### src/rtl/mem_req_arbiter_if.sv
// Bundle of two-port requester handshakes, memory-side port and status for mem_req_arbiter.
// slave = arbiter view, master = requester/memory environment view.
interface mem_req_arbiter_if #(
  parameter int ADDR_W = 16,
  parameter int DATA_W = 32
);
  logic              rq0_valid;
  logic              rq0_we;
  logic [ADDR_W-1:0] rq0_addr;
  logic [DATA_W-1:0] rq0_wdata;
  logic              rq0_ready;
  logic              rs0_valid;
  logic [DATA_W-1:0] rs0_rdata;

  logic              rq1_valid;
  logic              rq1_we;
  logic [ADDR_W-1:0] rq1_addr;
  logic [DATA_W-1:0] rq1_wdata;
  logic              rq1_ready;
  logic              rs1_valid;
  logic [DATA_W-1:0] rs1_rdata;

  logic [ADDR_W-1:0] mem_addr;
  logic [DATA_W-1:0] mem_wdata;
  logic              mem_wren;
  logic              mem_load_req;
  logic [DATA_W-1:0] mem_rdata;
  logic              mem_load_completed;
  logic              mem_store_completed;

  logic              busy;

  modport slave (
    input  rq0_valid, rq0_we, rq0_addr, rq0_wdata,
    input  rq1_valid, rq1_we, rq1_addr, rq1_wdata,
    input  mem_rdata, mem_load_completed, mem_store_completed,
    output rq0_ready, rs0_valid, rs0_rdata,
    output rq1_ready, rs1_valid, rs1_rdata,
    output mem_addr, mem_wdata, mem_wren, mem_load_req, busy
  );

  modport master (
    output rq0_valid, rq0_we, rq0_addr, rq0_wdata,
    output rq1_valid, rq1_we, rq1_addr, rq1_wdata,
    output mem_rdata, mem_load_completed, mem_store_completed,
    input  rq0_ready, rs0_valid, rs0_rdata,
    input  rq1_ready, rs1_valid, rs1_rdata,
    input  mem_addr, mem_wdata, mem_wren, mem_load_req, busy
  );
endinterface

### src/rtl/mem_req_arbiter.sv
// Two-port block load/store arbiter in front of a single memory, one transaction at a time.
// Define MEM_ARB_ROUND_ROBIN_EN for round-robin arbitration; default is fixed priority to port 0.
//
// state     | meaning
// ----------+---------------------------------------------------------------
// IDLE      | waiting for a request; grants a winner and latches its command
// LOAD      | mem_load_req held until mem_load_completed, rdata captured
// STORE     | mem_wren held until mem_store_completed
// STORE_REL | waits for mem_store_completed to drop before finishing
// RESP      | issues the one-cycle rs_valid pulse to the granted port
module mem_req_arbiter #(
  parameter int ADDR_W = 16,
  parameter int DATA_W = 32
) (
  input logic              clk,
  input logic              rst_n,
  mem_req_arbiter_if.slave bus
);

  typedef enum logic [2:0] {
    IDLE      = 3'd0,
    LOAD      = 3'd1,
    STORE     = 3'd2,
    STORE_REL = 3'd3,
    RESP      = 3'd4
  } state_t;

  state_t            state_q;
  logic [ADDR_W-1:0] addr_q;
  logic [DATA_W-1:0] wdata_q;
  logic              id_q;
  logic              rdy0_q, rdy1_q;
  logic              rsv0_q, rsv1_q;
  logic [DATA_W-1:0] rdata0_q, rdata1_q;
  logic              wren_q, ldreq_q;
`ifdef MEM_ARB_ROUND_ROBIN_EN
  logic              ptr_q;
`endif

  logic win_d;
  logic we_d;

  always_comb begin
    win_d = 1'b0;
`ifdef MEM_ARB_ROUND_ROBIN_EN
    // ptr_q names the port favoured on a tie
    win_d = (bus.rq0_valid && bus.rq1_valid) ? ptr_q : !bus.rq0_valid;
`else
    win_d = !bus.rq0_valid;
`endif
    we_d = win_d ? bus.rq1_we : bus.rq0_we;
  end

  always_ff @(posedge clk or negedge rst_n) begin
    if (!rst_n) begin
      state_q  <= IDLE;
      addr_q   <= '0;
      wdata_q  <= '0;
      id_q     <= 1'b0;
      rdy0_q   <= 1'b0;
      rdy1_q   <= 1'b0;
      rsv0_q   <= 1'b0;
      rsv1_q   <= 1'b0;
      rdata0_q <= '0;
      rdata1_q <= '0;
      wren_q   <= 1'b0;
      ldreq_q  <= 1'b0;
`ifdef MEM_ARB_ROUND_ROBIN_EN
      ptr_q    <= 1'b0;
`endif
    end else begin
      rdy0_q <= 1'b0;
      rdy1_q <= 1'b0;
      rsv0_q <= 1'b0;
      rsv1_q <= 1'b0;
      case (state_q)
        IDLE: begin
          if (bus.rq0_valid || bus.rq1_valid) begin
            id_q    <= win_d;
            addr_q  <= win_d ? bus.rq1_addr : bus.rq0_addr;
            wdata_q <= win_d ? bus.rq1_wdata : bus.rq0_wdata;
            rdy0_q  <= !win_d;
            rdy1_q  <= win_d;
`ifdef MEM_ARB_ROUND_ROBIN_EN
            ptr_q   <= !win_d;
`endif
            if (we_d) begin
              wren_q  <= 1'b1;
              state_q <= STORE;
            end else begin
              ldreq_q <= 1'b1;
              state_q <= LOAD;
            end
          end
        end
        LOAD: begin
          if (bus.mem_load_completed) begin
            ldreq_q <= 1'b0;
            if (id_q) rdata1_q <= bus.mem_rdata;
            else      rdata0_q <= bus.mem_rdata;
            state_q <= RESP;
          end
        end
        STORE: begin
          if (bus.mem_store_completed) begin
            wren_q  <= 1'b0;
            state_q <= STORE_REL;
          end
        end
        STORE_REL: begin
          if (!bus.mem_store_completed) state_q <= RESP;
        end
        RESP: begin
          rsv0_q  <= !id_q;
          rsv1_q  <= id_q;
          state_q <= IDLE;
        end
        default: state_q <= IDLE;
      endcase
    end
  end

  assign bus.rq0_ready    = rdy0_q;
  assign bus.rq1_ready    = rdy1_q;
  assign bus.rs0_valid    = rsv0_q;
  assign bus.rs1_valid    = rsv1_q;
  assign bus.rs0_rdata    = rdata0_q;
  assign bus.rs1_rdata    = rdata1_q;
  assign bus.mem_addr     = addr_q;
  assign bus.mem_wdata    = wdata_q;
  assign bus.mem_wren     = wren_q;
  assign bus.mem_load_req = ldreq_q;
  assign bus.busy         = (state_q != IDLE);

endmodule

### src/flat_wrapper.sv
// flat-port wrapper written by rule: the top's interface ports become plain ports
module mem_req_arbiter_flat 
#(
  parameter int ADDR_W = 16,
  parameter int DATA_W = 32
)
  (clk, rst_n, bus_rq0_valid, bus_rq0_we, bus_rq0_addr, bus_rq0_wdata, bus_rq1_valid, bus_rq1_we, bus_rq1_addr, bus_rq1_wdata, bus_mem_rdata, bus_mem_load_completed, bus_mem_store_completed, bus_rq0_ready, bus_rs0_valid, bus_rs0_rdata, bus_rq1_ready, bus_rs1_valid, bus_rs1_rdata, bus_mem_addr, bus_mem_wdata, bus_mem_wren, bus_mem_load_req, bus_busy);
  mem_req_arbiter_if #(.ADDR_W(ADDR_W), .DATA_W(DATA_W)) bus_i ();
  input logic clk;
  input logic rst_n;
  input wire logic [$bits(bus_i.rq0_valid)-1:0] bus_rq0_valid;
  input wire logic [$bits(bus_i.rq0_we)-1:0] bus_rq0_we;
  input wire logic [$bits(bus_i.rq0_addr)-1:0] bus_rq0_addr;
  input wire logic [$bits(bus_i.rq0_wdata)-1:0] bus_rq0_wdata;
  input wire logic [$bits(bus_i.rq1_valid)-1:0] bus_rq1_valid;
  input wire logic [$bits(bus_i.rq1_we)-1:0] bus_rq1_we;
  input wire logic [$bits(bus_i.rq1_addr)-1:0] bus_rq1_addr;
  input wire logic [$bits(bus_i.rq1_wdata)-1:0] bus_rq1_wdata;
  input wire logic [$bits(bus_i.mem_rdata)-1:0] bus_mem_rdata;
  input wire logic [$bits(bus_i.mem_load_completed)-1:0] bus_mem_load_completed;
  input wire logic [$bits(bus_i.mem_store_completed)-1:0] bus_mem_store_completed;
  output wire logic [$bits(bus_i.rq0_ready)-1:0] bus_rq0_ready;
  output wire logic [$bits(bus_i.rs0_valid)-1:0] bus_rs0_valid;
  output wire logic [$bits(bus_i.rs0_rdata)-1:0] bus_rs0_rdata;
  output wire logic [$bits(bus_i.rq1_ready)-1:0] bus_rq1_ready;
  output wire logic [$bits(bus_i.rs1_valid)-1:0] bus_rs1_valid;
  output wire logic [$bits(bus_i.rs1_rdata)-1:0] bus_rs1_rdata;
  output wire logic [$bits(bus_i.mem_addr)-1:0] bus_mem_addr;
  output wire logic [$bits(bus_i.mem_wdata)-1:0] bus_mem_wdata;
  output wire logic [$bits(bus_i.mem_wren)-1:0] bus_mem_wren;
  output wire logic [$bits(bus_i.mem_load_req)-1:0] bus_mem_load_req;
  output wire logic [$bits(bus_i.busy)-1:0] bus_busy;
  assign bus_i.rq0_valid = bus_rq0_valid;
  assign bus_i.rq0_we = bus_rq0_we;
  assign bus_i.rq0_addr = bus_rq0_addr;
  assign bus_i.rq0_wdata = bus_rq0_wdata;
  assign bus_i.rq1_valid = bus_rq1_valid;
  assign bus_i.rq1_we = bus_rq1_we;
  assign bus_i.rq1_addr = bus_rq1_addr;
  assign bus_i.rq1_wdata = bus_rq1_wdata;
  assign bus_i.mem_rdata = bus_mem_rdata;
  assign bus_i.mem_load_completed = bus_mem_load_completed;
  assign bus_i.mem_store_completed = bus_mem_store_completed;
  assign bus_rq0_ready = bus_i.rq0_ready;
  assign bus_rs0_valid = bus_i.rs0_valid;
  assign bus_rs0_rdata = bus_i.rs0_rdata;
  assign bus_rq1_ready = bus_i.rq1_ready;
  assign bus_rs1_valid = bus_i.rs1_valid;
  assign bus_rs1_rdata = bus_i.rs1_rdata;
  assign bus_mem_addr = bus_i.mem_addr;
  assign bus_mem_wdata = bus_i.mem_wdata;
  assign bus_mem_wren = bus_i.mem_wren;
  assign bus_mem_load_req = bus_i.mem_load_req;
  assign bus_busy = bus_i.busy;
  mem_req_arbiter #(.ADDR_W(ADDR_W), .DATA_W(DATA_W)) u_core (.clk(clk), .rst_n(rst_n), .bus(bus_i));
endmodule
### config.mk
export PLATFORM = sky130hd
export DESIGN_NAME = mem_req_arbiter_flat
export DESIGN_NICKNAME = d
export VERILOG_FILES = /design/src/rtl/mem_req_arbiter_if.sv /design/src/rtl/mem_req_arbiter.sv /design/src/flat_wrapper.sv
export SDC_FILE = /design/constraint.sdc
export NUM_CORES = 1
export LEC_CHECK = 0
export CAP_MARGIN = 20
export CORE_UTILIZATION = 40
export CTS_CLUSTER_SIZE = 12
export DETAILED_ROUTE_END_ITERATION = 8
export GPL_ROUTABILITY_DRIVEN = 0
export PLACE_DENSITY = 0.85
export SYNTH_ARGS = -nofsm -noshare
export SYNTH_HDL_FRONTEND = slang
export SYNTH_SLANG_ARGS = --single-unit
### constraint.sdc
create_clock -name clk -period 4.5 [get_ports clk]
set_input_delay 1.125 -clock clk [delete_from_list [all_inputs] [get_ports clk]]
set_output_delay 1.125 -clock clk [all_outputs]
set_load 0.03 [all_outputs]
==> impl_metrics.toml, run 1 <==
[status]
outcome = "completed"

[clock_network]
cts.sinks = 122
clk_path_buf_depth = 2
cts_buffers = 17
cts.repair.resized = 0
clk_pin_slew_ns = 0.05
cts-root-buf = "clkbuf_16"
hold_buffers = 0
cts_max_level = 4
clock_latency_ns = 0.41
postCtsSetupBuffers = 0
cts_tree = "built"

[grt]
grt.overflow.total = 0
grt_pass1_vias = 4043
grtUsageTotal = 0.209
antenna_found_initial = 0
grt_start_max_net_pins = 57
grt_pass1_wl_mm = 21.0

[setup_path]
arrival_ns = 1.90
cp_max_fo = 8
start_kind = "flip-flop"
critPathKind = "reg2out"
slowest_stage = "clkdlybuf4s50_1"
cp_cell_sequence = "nor3_4 -> inv_2 -> clkdlybuf4s50_1"
worstPathRequired_ns = 3.38
max_stage_delay_ns = 0.63
cp-end-kind = "output port"

[layout]
layout.nets = 729
final_cell_area_sq_mm = 0.00857
drive_above_1_share = 0.317
final_util = 0.671
fill_cells = 875
syn2layout_area_growth_pct = 61.2
antenna_cells = 0

[power_and_ir_drop]
total_leakage_power_nw = 3.58
ir_worst_vdd_v = 0.000443
powerDensity_mw_per_mm2 = 795

[placed_design]
dp_hpwl_mm = 10.4
post-place-ws_ns = 1.38
io_buffers = 254
place_area_sq_mm = 0.00795

[drt]
wl_per_cell_microns = 17.9
drcViolationCount = 0
drt-total-wl_mm = 13.9
drtIter0Drc = 99
ant_nets = 0
vias = 3763
via_per_inst = 4.84
drt_first_pass_iters = 4

[die]
die_h_microns = 117
core_area_sq_mm = 0.0128
start_util = 0.416
ioPinCount = 255
row_count = 41
die_x_microns = 117
die_area_sq_mm = 0.0138

[sta]
setup_viol = 0
whs_ns = 0.486
slew_viol_final = 0
finalCritPeriodShare = 0.672
hold_violations = 0
clock_skew_ns = 0.00806
tightest_slew_ns = 0.676
min_period_ns = 3.02
setup_tns_ns = 0
relSlewSlack = 0.549
setup_slack_ns = 1.48
rsz0062_at_grt = "no"
max_freq_mhz = 331

[synthesis]
ys_ff_latch = 122
synth_warnings = 0
netlist_area_sq_mm = 0.00532
yosysUniqueCellTypes = 31
yosysTopAreaCellShare = 0.574
yosysTopAreaCell = "dfrtp_1"
synth_area_leaders = "dfrtp_1, mux2_2, mux2_4"
synth_nets = 470
syn_inst = 334
syn_area_per_cell_sq_um = 15.9
synth.yosys.seq_area_share = 0.574

[hold_path]
hold_class = "reg2reg"

[flow_run]
drv_cap = 0
-- final cells by class --
cell class,instances,area [sq um],area share
inverters,2,7.51,0.000876
multi-input cells,190,2100,0.245
repair buffers,260,2580,0.301
flip-flops and latches,122,3050,0.356
clock buffers,24,502,0.0586
well taps,172,215,0.0251
clock inverters,7,113,0.0131
-- cell usage after synthesis --
library cell    n
a21oi_1         4
a221oi_1        1
a31o_2          1
and2_1          1
and4b_1         1
buf_1           1
buf_12          2
buf_2           9
buf_6           5
clkbuf_1        3
dfrtp_1       122
inv_1           1
inv_2           1
mux2_1         10
mux2_2        126
mux2_4         24
mux2i_1         1
nand2_1         3
nand3b_1        1
nand4_1         1
nor2_1          3
nor2_2          1
nor2_4          1
nor2b_1         1
nor3_1          1
nor3_4          1
nor3b_1         2
nor4b_1         1
nor4bb_1        1
o21ai_0         1
o31ai_1         3
-- sequential cells by signal, summed over array words and instances (netlist names), 3 cells and up --
name / flops
u_core.bus.mem_addr: 16
u_core.bus.mem_wdata: 32
u_core.bus.rs0_rdata: 32
u_core.bus.rs1_rdata: 32
u_core.state_q: 3
-- worst max-delay path: cells and delay by family (launching register included) --
family                 cells  cell delay, ns
buffers and inverters      2            0.73
DFF                        1            0.48
and+or+nand+nor            1            0.29
-- metrics by stage --
stage          cells  total power [mW]
2_1_floorplan    334              4.02
3_3_place_gp     746              5.35
3_5_place_dp     746              5.45
4_1_cts          777              6.89
5_1_grt          777              7.12
6_report         777              6.81
-- kinds of logic after synthesis --
kind of cell,count (synthesis),synth area share
AOI/OAI and AO/OA,10,0.0122
buffers and inverters,22,0.0308
DFF,122,0.574
and+or+nand+nor,19,0.0247
muxes,161,0.358
-- cells in the final DEF, fill, tap and decap left out --
cell,count
nor3b_1,2
mux2i_1,1
and2_1,1
bufinv_16,3
mux2_4,24
o31ai_1,3
inv_1,1
nor3_1,1
nor2_1,3
and4b_1,1
nor3_4,1
inv_2,1
clkbuf_8,5
nor4bb_1,1
nand4_1,1
o21ai_0,1
a21oi_1,4
clkinvlp_4,1
clkinv_2,3
mux2_2,126
nor2b_1,1
clkdlybuf4s50_1,252
buf_4,7
dfrtp_1,122
buf_2,1
nor2_4,1
clkbuf_1,2
mux2_1,10
nor2_2,1
a31o_2,1
a221oi_1,1
nor4b_1,1
clkbuf_16,17
nand3b_1,1
nand2_1,3
-- path summary, 6_finish.rpt --
path	start	end	slack (ns)	cells past startpoint
min in group asynchronous	rst_n	u_core.bus.mem_wdata[21]	0.76	1
max in group asynchronous	rst_n	u_core.bus.mem_wdata[15]	2.72	2
max reg2reg	u_core.state_q[2]	u_core.bus.mem_wdata[7]	2.24	5
min	u_core.bus.rs0_rdata[12]	u_core.bus.rs0_rdata[12]	0.49	1
max	u_core.state_q[2]	bus_busy	1.48	3
min reg2reg	u_core.bus.rs0_rdata[12]	u_core.bus.rs0_rdata[12]	0.49	1
-- where the power goes --
part	switching, mW	leakage [nW]	internal [mW]
sequential	0.328	1.46	1.65
clock	0.457	0.302	0.938
combinational	1.77	1.82	1.66
total	2.56	3.58	4.25
-- routing by layer --
metal | share of wire | wire length [microns] | track usage
met1 | 0.38 | 5280 | 0.229
met2 | 0.54 | 7530 | 0.365
met3 | 0.048 | 671 | 0.0628
met4 | 0.030 | 421 | 0.107
met5 | 0 | 0 | 0
(Power assumes the default switching activity.)
==> run 2, diff against run 1 <==
CORE_UTILIZATION = 37   (was 40)
PLACE_DENSITY = 0.83   (was 0.85)
clock period = 2.7 ns   (was 4.5 ns; I/O delays follow)
==> run 2 against run 1 <==
First-iteration DRC count increased by 6.1%. Clock skew increased by 0.00072 ns. Flip-flop and latch count unchanged. Critical path depth unchanged. Hold slack got worse by 0.14 ns. Final cell count increased by 1.3%. Register-to-register slack got worse by 1.3 ns. Non-clock buffer count increased by 1. Critical path type unchanged.
==> impl_metrics.toml, run 2 (synthesized netlist as in run 1, its figures left out) <==
[status]
outcome = "completed"

[sta]
setup_viol = 0
relSlewSlack = 0.568
rsz0062_at_grt = "no"
finalCritPeriodShare = 0.956
clock_skew_ns = 0.00878
tightest_slew_ns = 0.648
setup_tns_ns = 0
min_period_ns = 2.58
max_freq_mhz = 387
slew_viol_final = 0
hold_violations = 0

[setup_path]
critPathKind = "reg2out"
slowest_stage = "clkdlybuf4s50_1"
max_stage_delay_ns = 0.63
cp-end-kind = "output port"
critical_path.top_delay_family = "buffers and inverters"
cp_max_fo = 8
cp_cell_sequence = "nor3_4 -> inv_2 -> clkdlybuf4s50_1"
arrival_ns = 1.91
path_buf_inv = 2
worstPathRequired_ns = 2.03
start_kind = "flip-flop"

[drt]
drt_first_pass_iters = 4
drcViolationCount = 0
wl_per_cell_microns = 16.7
via_per_inst = 4.73
drtIter0Drc = 105
vias = 3723
ant_nets = 0
drt-total-wl_mm = 13.1

[layout]
syn2layout_area_growth_pct = 62.2
multi_input_area_sq_mm = 0.00210
final_cells = 787
drive_above_1_share = 0.325
final_cell_mix = "clkdlybuf4s50_1, mux2_2, dfrtp_1"
layout_commonest_cell = "clkdlybuf4s50_1"
register_area_sq_mm = 0.00305
layout.nets = 730
final_util = 0.619
fill_cells = 1059
antenna_cells = 0

[placed_design]
dp_hpwl_mm = 9.61
io_buffers = 254
place_inst = 755

[die]
die_x_microns = 122
ioPinCount = 255
die_area_sq_mm = 0.0148
die_h_microns = 122
core_area_sq_mm = 0.0139
row_count = 43
start_util = 0.381

[power_and_ir_drop]
powerDensity_mw_per_mm2 = 1310
total_leakage_power_nw = 3.60
ir_worst_vdd_v = 0.000635

[clock_network]
cts_max_level = 4
cts-root-buf = "clkbuf_16"
clk_pin_slew_ns = 0.05
cts.sinks = 122
cts_buffers = 17
cts.repair.resized = 0
clk_path_buf_depth = 2
postCtsSetupBuffers = 0
cts_tree = "built"
clock_latency_ns = 0.41
hold_buffers = 0

[grt]
grt_pass1_wl_mm = 20.6
grt_start_max_net_pins = 123
grt.overflow.total = 0
antenna_found_initial = 0
grt_pass1_vias = 4029
grtUsageTotal = 0.184

[hold_path]
hold_class = "in2async"

[flow_run]
drv_cap = 0
run 2: cell types whose count changed in the layout (fill, tap and decap cells not counted), moves of 2 or more:
cell,change
buf_12,+4
buf_4,-3
clkbuf_1,-2
clkinv_2,+2
run 2: through the flow:
step | hold slack (ns) | power (mW) | area (sq um) | worst slack (ns)
3_5_place_dp | 0.475 | 9.11 | 8020 | 0.339
3_3_place_gp | 0.470 | 8.95 | 8020 | 0.391
2_1_floorplan | 0.379 | 6.70 | 5320 | 0.769
4_1_cts | 0.387 | 11.4 | 8620 | 0.0918
5_1_grt | 0.416 | 11.8 | 8620 | 0.0596
6_report | 0.345 | 11.3 | 8620 | 0.118
run 2: worst paths after layout:
check                                    startpoint                        to  slack (ns)  cells past startpoint
hold reg to reg            u_core.bus.rs0_rdata[21]  u_core.bus.rs0_rdata[21]        0.48                      1
setup / recovery                  u_core.state_q[2]                  bus_busy        0.12                      3
setup reg to reg                  u_core.state_q[2]  u_core.bus.rs0_rdata[23]        0.92                      4
min in group clk           u_core.bus.rs0_rdata[21]  u_core.bus.rs0_rdata[21]        0.48                      1
max in group asynchronous                     rst_n      u_core.bus.rq1_ready        1.85                      2
hold / removal                                rst_n   u_core.bus.rs1_rdata[7]        0.34                      2
run 2: final cells by class:
cell class | instances | share of cell area
Inverter | 2 | 0.000871
Timing Repair Buffer | 261 | 0.306
Clock inverter | 11 | 0.0136
Sequential cell | 122 | 0.354
Clock buffer | 21 | 0.0557
Multi-Input combinational cell | 190 | 0.244
Tap cell | 180 | 0.0261
run 2: layer usage:
metal	wire length, microns	global-route usage	vias up
met2	6880	0.316	150
met3	1060	0.0669	24
met5	0	0	-
li1	-	-	1720
met4	248	0.0748	0
met1	4960	0.205	1829
run 2: where the power goes:
| group | total, mW | internal, mW | switching, mW |
|---|---|---|---|
| clock network | 2.25 | 1.45 | 0.803 |
| registers | 3.29 | 2.75 | 0.533 |
| logic | 5.74 | 2.81 | 2.93 |
| total | 11.3 | 7.02 | 4.26 |
==> run 3, diff against run 2 <==
CORE_UTILIZATION = 41   (was 37)
PLACE_DENSITY = 0.87   (was 0.83)
clock period = 2.47 ns   (was 2.7 ns; I/O delays follow)
==> run 3 against run 2 <==
Clock skew fell by 0.0027 ns. Hold slack worse by 0.17 ns. Clock power barely moved. Total power increased by 8.1%. Critical path depth did not move. Sequential power increased by 9.7%. Critical endpoint unchanged. Via count up 1.7%. Design area is 0.60% lower. Flip-flop and latch count did not move. Routed wire length increased by 6.8%. Combinational power is 11% higher. Register-to-register slack lost 0.30 ns.
==> impl_metrics.toml, run 3 (synthesized netlist as in run 1, its figures left out) <==
[placed_design]
io_buffers = 254
dp_hpwl_mm = 10.6
post-place-ws_ns = 0.240
place_area_sq_mm = 0.00804
place_inst = 751

[setup_path]
r2r-end = "u_core.bus.mem_addr[8]"
arrival_ns = 1.63
ff2ff_path_depth = 5
worstPathRequired_ns = 1.85
start_kind = "flip-flop"
cp_max_fo = 8
cp-end-kind = "output port"
reg2reg_setup_slack_ns = 0.62
worstReg2RegStart = "u_core.state_q[1]"
critPathKind = "reg2out"

[grt]
grt_start_max_net_pins = 58
antenna_found_initial = 0
grtUsageMet2 = 0.389
grt.overflow.total = 0
grt_pass1_wl_mm = 21.8
use_met1 = 0.242
grtUsageTotal = 0.222
grt_util_met3 = 0.0706
grt_busiest_layer = "met2"
grt_pass1_vias = 4197

[drt]
drtIter0Drc = 127
drt-total-wl_mm = 14.0
vias = 3785
ant_nets = 0
wl_per_cell_microns = 18.0
via_per_inst = 4.85
drcViolationCount = 0
drt_first_pass_iters = 4

[sta]
tightest_slew_ns = 0.508
finalCritPeriodShare = 0.911
whs_ns = 0.175
hold_violations = 0
setup_viol = 0
min_period_ns = 2.25
max_freq_mhz = 444
slew_viol_final = 0
setup_slack_ns = 0.220
rsz0062_at_grt = "no"
setup_tns_ns = 0
clock_skew_ns = 0.00609
relSlewSlack = 0.661

[clock_network]
cts.repair.resized = 1
clk_pin_slew_ns = 0.05
cts_max_level = 4
cts-root-buf = "clkbuf_16"
cts_buffers = 17
cts_tree = "built"
clock_latency_ns = 0.41
hold_buffers = 0
cts.sinks = 122
clk_path_buf_depth = 2
postCtsSetupBuffers = 0

[layout]
antenna_cells = 0
final_cell_mix = "clkdlybuf4s50_1, mux2_2, dfrtp_1"
syn2layout_area_growth_pct = 61.2
layout_commonest_cell = "clkdlybuf4s50_1"
final_cells = 780
layout.nets = 734
final_cell_area_sq_mm = 0.00857
drive_above_1_share = 0.314
final_util = 0.679

[power_and_ir_drop]
ir_worst_vdd_v = 0.00103
total_leakage_power_nw = 3.58
total_power_mw = 12.2
powerDensity_mw_per_mm2 = 1420

[die]
core_area_sq_mm = 0.0126
row_count = 41
die_area_sq_mm = 0.0134
ioPinCount = 255
die_h_microns = 116
die_x_microns = 116
start_util = 0.421

[hold_path]
hold_class = "in2async"

[flow_run]
drv_cap = 0

[status]
outcome = "completed"
[run 3: changes by cell type in the layout (fill, tap and decap cells not counted), sizes merged]
cell,delta
clkinvlp,-2
clkinv,-4
bufinv,-1
clkdlybuf4s50,-1
buf,+4
clkbuf,+5
inv,-1
dlygate4sd2,+1
[run 3: cell type report]
cell class | count | area, sq um
well taps | 172 | 215
clock buffers | 26 | 489
clock inverters | 3 | 40.0
repair buffers | 265 | 2670
multi-input cells | 190 | 2100
inverters | 2 | 7.51
fillers | 939 | 4050
flip-flops and latches | 122 | 3050
[run 3: how the worst max path moves through the flow]
stage / cells past startpoint / end / slack [ns] / start
2_1_floorplan: 4 / u_core.bus.mem_addr[10] / 0.60 / bus_rq0_valid
5_1_grt: 3 / bus_busy / 0.15 / u_core.state_q[1]
4_1_cts: 3 / bus_busy / 0.20 / u_core.state_q[1]
3_5_place_dp: 5 / u_core.bus.mem_addr[7] / 0.24 / bus_rq1_valid
6_report: 3 / bus_busy / 0.22 / u_core.state_q[1]
3_3_place_gp: 5 / u_core.bus.mem_addr[9] / 0.26 / bus_rq1_valid
[run 3: where the power goes]
group	internal, mW	switching [mW]
sequential	3.01	0.596
clock	1.44	0.796
combinational	3.09	3.26
[run 3: critical path, cell delays in order, from the launching register on]
cell and delay [ns]:
dfrtp_1 0.47, nor3_4 0.27, inv_2 0.10, dlygate4sd2_1 0.38
[run 3: routing by layer]
layer  up-vias  wire, microns
li1       1740              -
met1      1891           5230
met2       123           7650
met3        31            764
met4         0            395
met5         -              0
